`src/rtl/noc_out_lock_mux.sv`:
```
// ============================================================================
// Module   : noc_out_lock_mux
// Brief    : NoC output-port switch stage. Requests arbitration for head flits,
//            locks the output to the granted input until the tail flit passes,
//            and forwards flits through a single-entry output register.
//            Optional stall watchdog enabled by defining NOC_OUT_LOCK_WDT_EN.
// Revision : 1.0 - initial release
// ============================================================================
`default_nettype none

module noc_out_lock_mux #(
    parameter int FLIT_WIDTH = 32,
    parameter int WDT_CYCLES = 64
) (
    input  logic                    clk,
    input  logic                    arst,
    input  logic [1:0]              in_valid_i,
    output logic [1:0]              in_ready_o,
    input  logic [2*FLIT_WIDTH-1:0] in_data_i,
    input  logic [3:0]              in_type_i,
    output logic [1:0]              req_o,
    input  logic [1:0]              grant_i,
    output logic                    update_o,
    output logic                    out_valid_o,
    input  logic                    out_ready_i,
    output logic [FLIT_WIDTH-1:0]   out_data_o,
    output logic [1:0]              out_type_o,
    output logic                    locked_o,
    output logic                    owner_o,
    output logic                    wdt_err_o
);

    localparam logic [1:0] c_HEAD      = 2'b00;
    localparam logic [1:0] c_TAIL      = 2'b10;
    localparam logic [1:0] c_HEAD_TAIL = 2'b11;

    typedef enum logic [0:0] {
        ST_IDLE   = 1'b0,
        ST_LOCKED = 1'b1
    } state_t;

    state_t                  r_state;
    logic                    r_owner;
    logic                    r_out_valid;
    logic [FLIT_WIDTH-1:0]   r_out_data;
    logic [1:0]              r_out_type;

    logic                    w_idle;
    logic                    w_can_load;
    logic                    w_grant_ok;
    logic                    w_gidx;
    logic                    w_idle_xfer;
    logic                    w_lock_xfer;
    logic                    w_xfer;
    logic                    w_sel;
    logic [1:0]              w_req;
    logic [1:0]              w_ready;
    logic [1:0]              w_sel_type;
    logic [FLIT_WIDTH-1:0]   w_sel_data;

    always_comb begin
        w_idle     = (r_state == ST_IDLE);
        w_can_load = !r_out_valid || out_ready_i;
        w_req      = 2'b00;
        for (int n = 0; n < 2; n++) begin
            w_req[n] = w_idle && in_valid_i[n] &&
                       ((in_type_i[2*n +: 2] == c_HEAD) || (in_type_i[2*n +: 2] == c_HEAD_TAIL));
        end
        // Only a clean one-hot grant aimed at a requesting input counts.
        w_grant_ok  = ((grant_i == 2'b01) && w_req[0]) || ((grant_i == 2'b10) && w_req[1]);
        w_gidx      = grant_i[1];
        w_idle_xfer = w_grant_ok && w_can_load;
        w_lock_xfer = !w_idle && in_valid_i[r_owner] && w_can_load;
        w_xfer      = w_idle_xfer || w_lock_xfer;
        w_sel       = w_idle ? w_gidx : r_owner;
        w_sel_data  = w_sel ? in_data_i[2*FLIT_WIDTH-1:FLIT_WIDTH] : in_data_i[FLIT_WIDTH-1:0];
        w_sel_type  = w_sel ? in_type_i[3:2] : in_type_i[1:0];
        w_ready     = 2'b00;
        if (w_idle_xfer) begin
            w_ready[w_gidx] = 1'b1;
        end else if (!w_idle) begin
            w_ready[r_owner] = w_can_load;
        end
    end

    assign req_o       = w_req;
    assign in_ready_o  = w_ready;
    assign update_o    = w_idle_xfer;
    assign out_valid_o = r_out_valid;
    assign out_data_o  = r_out_data;
    assign out_type_o  = r_out_type;
    assign locked_o    = (r_state == ST_LOCKED);
    assign owner_o     = r_owner;

    always_ff @(posedge clk) begin
        if (arst) begin
            r_state     <= ST_IDLE;
            r_owner     <= 1'b0;
            r_out_valid <= 1'b0;
            r_out_data  <= '0;
            r_out_type  <= 2'b00;
        end else begin
            if (w_xfer) begin
                r_out_valid <= 1'b1;
                r_out_data  <= w_sel_data;
                r_out_type  <= w_sel_type;
            end else if (out_ready_i) begin
                r_out_valid <= 1'b0;
            end
            // A tail leaves LOCKED; the next head is arbitrated from IDLE a cycle later.
            if (w_idle_xfer) begin
                r_owner <= w_gidx;
                if (w_sel_type == c_HEAD) begin
                    r_state <= ST_LOCKED;
                end
            end else if (w_lock_xfer && (w_sel_type == c_TAIL)) begin
                r_state <= ST_IDLE;
            end
        end
    end

`ifdef NOC_OUT_LOCK_WDT_EN
    localparam int c_WDT_W = $clog2(WDT_CYCLES + 1);
    localparam logic [c_WDT_W-1:0] c_WDT_MAX = c_WDT_W'(WDT_CYCLES);

    logic [c_WDT_W-1:0] r_wdt_cnt;
    logic               r_wdt_err;
    logic               w_stall;

    assign w_stall   = !w_idle && !in_valid_i[r_owner];
    assign wdt_err_o = r_wdt_err;

    // Error is raised on the edge where the count reaches the threshold; the lock is never aborted.
    always_ff @(posedge clk) begin
        if (arst) begin
            r_wdt_cnt <= '0;
            r_wdt_err <= 1'b0;
        end else if (w_stall) begin
            if (r_wdt_cnt != c_WDT_MAX) begin
                r_wdt_cnt <= r_wdt_cnt + 1'b1;
            end
            if (r_wdt_cnt >= c_WDT_MAX - 1'b1) begin
                r_wdt_err <= 1'b1;
            end
        end else begin
            r_wdt_cnt <= '0;
        end
    end
`else
    assign wdt_err_o = 1'b0;

    if (WDT_CYCLES < 1) begin : g_wdt_cfg_unused
    end
`endif

endmodule

`default_nettype wire

```
`config.mk`:
```
export PLATFORM = sky130hd
export DESIGN_NAME = noc_out_lock_mux
export DESIGN_NICKNAME = d
export VERILOG_FILES = /design/src/rtl/noc_out_lock_mux.sv
export SDC_FILE = /design/constraint.sdc
export NUM_CORES = 1
export LEC_CHECK = 0
export CAP_MARGIN = 25
export CORE_ASPECT_RATIO = 2
export CORE_MARGIN = 5
export CORE_UTILIZATION = 35
export DETAILED_ROUTE_END_ITERATION = 12
export PLACE_DENSITY = 0.78
export RECOVER_POWER = 25
export SYNTH_ARGS = -nofsm -noshare
export SYNTH_HDL_FRONTEND = slang
export SYNTH_SLANG_ARGS = --single-unit
```
`constraint.sdc`:
```
create_clock -name clk -period 1.9 [get_ports clk]
set_input_delay 0.285 -clock clk [delete_from_list [all_inputs] [get_ports clk]]
set_output_delay 0.285 -clock clk [all_outputs]
set_load 0.02 [all_outputs]
```
==> results.cfg <==
[logic_synthesis]
ys_seq_area_share_pct = 40.1
syn_inst = 186
yosysTopAreaCellShare_pct = 40.1
avgSynthCellArea_um2 = 9.92
yosys_warnings = 0
yosysTopAreaCell = dfxtp_1
synth_nets = 261
synth-seq-cells = 37
netlist_area_um2 = 1850
synthDistinctLibCells = 23
synthTopCellsByArea = dfxtp_1 40%, mux2i_1 20%, a211oi_2 8.8%

[floorplanning]
die-area_um2 = 6910
num_rows = 37
core-area_um2 = 5140
start_util_pct = 35.9
ioPinCount = 118
die_x_um = 61.3
die_h_um = 113

[layout]
final_layout_size_suffix_gt1_share_pct = 21.5
fin_nets = 396
seq_area_um2 = 746
num_antenna_cells = 0
post-route-cell-area_um2 = 3510
layout_commonest_cell = clkdlybuf4s50_1
multi_input_area_um2 = 1080
layout_common_cells = 85 x clkdlybuf4s50_1, 39 x nor2_1, 36 x mux2i_1
syn_to_final_growth_pct = 90.0
nFillCells = 407

[timing]
fin_skew_ns = 0.00321
post-route-period-util_pct = 101
setup_viol = 7
whs_ns = 0.467
finalCriticalPeriod_ns = 1.92
timing.fmax_ghz = 0.522
rsz0062_at_grt = true
slew_violations = 0
finalHoldViolCount = 0
final.setup.worst_slack_ns = -0.0164

[route]
firstDrtPassIters = 4
route.detailed.drc = 0
antenna_left = 0
vias_per_cell = 5.17
wirelength_mm = 6.53
drt-initial-drc-count = 40
wl_per_cell_um = 17.2
via_count = 1958

[place]
routabilityCongestion = 0.815
place_ws_ns = -0.569
placed_area_um2 = 3200
dpl.hpwl_mm = 4.71
place.port_buffers = 116

[cts]
insertion_delay_ns = 0.28
ctsHoldBuffers = 0
cts_tree = built
clock_path_buffers = 2
cts_max_level = 2
clkSinkCount = 37
clk_pin_slew_ns = 0.07
root_buffer = clkbuf_8
numCtsBuffers = 5

[critical_path]
critical_path.max_fanout = 8
worstSetupPathType = primary input to flop
end_kind = flop
start_kind = primary input
r2r_cells = 7
critPathArrivalTime_ns = 2.11
required_ns = 2.09

[global_route]
grt_overflow_total = 0
antenna_found_initial = 0
grt_pass1_wl_mm = 9.29
grt_use_total_pct = 17.9
grt_pass1_vias = 2021
grt_max_degree = 31

[power]
p_leak_nw = 1.44
power_density_nw_per_um2 = 618
ir_drop_mv = 0.635

[min_path]
hold_depth = 2
hp-class = primary input to flop

[run]
max_cap_violations = 0

[run_status]
status = finished with violations
violations = negative setup slack
cell families after synthesis:
family | count (synthesis) | share of synthesized area, %
AND/OR/NAND/NOR | 50 | 12.1
AO/OA/AOI/OAI | 40 | 20.3
multiplexers | 38 | 20.7
flip-flops | 37 | 40.1
buffers and inverters | 18 | 5.69
XOR/XNOR | 2 | 0.949
other | 1 | 0.203
cell usage after synthesis (all sizes together):
| master | instances |
|---|---|
| mux2 | 1 |
| dfxtp | 37 |
| xor2 | 2 |
| a211oi | 34 |
| nor4bb | 1 |
| nor2 | 39 |
| nand2 | 3 |
| a32oi | 1 |
| inv | 1 |
| and3b | 1 |
| conb | 1 |
| mux2i | 37 |
| nand2b | 2 |
| buf | 12 |
| a21oi | 3 |
| a31oi | 1 |
| or4 | 1 |
| nor3b | 3 |
| o221ai | 1 |
| clkbuf | 5 |
metal layers:
metal  GRT usage (%)  up-vias  wire length, um
met5               0        -                0
met4            7.51        0              244
met3            4.00       16              366
met2            35.1       69             3870
met1            16.1      935             2050
li1                -      938                -
flip-flops by register name, indices dropped and copies added, names as in the netlist:
| name | flops |
|---|---|
| out_valid_o | 1 |
| out_data_o | 32 |
| locked_o | 1 |
| out_type_o | 2 |
| owner_o | 1 |
area by class of cell:
type                       instances  area share [%]
clock buffer                       7            2.46
timing repair buffer             145            43.3
inverter                           1           0.107
tap                               58            2.07
sequential                        37            21.3
multi-input combinational        131            30.8
report_power, final:
| group | total (mW) | switching [mW] | internal [mW] |
|---|---|---|---|
| logic | 0.766 | 0.342 | 0.424 |
| registers | 0.868 | 0.0318 | 0.837 |
| clock network | 0.533 | 0.246 | 0.287 |
| total | 2.17 | 0.620 | 1.55 |
worst max-delay path: stages:
cell and delay, ns:
dlygate4sd2_1 0.27, xor2_1 0.19, or4_4 0.47, buf_6 0.14, a31oi_4 0.20, buf_12 0.17
clkbuf_16 0.15, nor2_1 0.04, a211oi_1 0.19
what timing repair did:
action	in CTS	in global routing
setup buffers	1	3
cloned	1	4
resized for setup	24	21
pin swaps	4	13
endpoints found under the setup margin	39	35
stage by stage:
stage               setup TNS [ns]  cells  utilization, %  total power, mW
floorplan                        0    186               -             1.21
detailed placement          -17.59    363            62.3             1.59
finish                     -0.0595    379            68.2             2.17
CTS                              0    372            64.5             2.13
global placement            -16.07    363            62.3             1.58
global route                -0.621    379            68.2             2.27
final timing paths:
path	startpoint	endpoint	slack, ns
max	in_type_i[1]	out_data_o[30]	-0.02
min	arst	out_data_o[9]	0.47
max reg2reg	locked_o	out_data_o[30]	0.03
min reg2reg	out_data_o[24]	out_data_o[24]	0.49
Power figures use the tool's default switching activity.
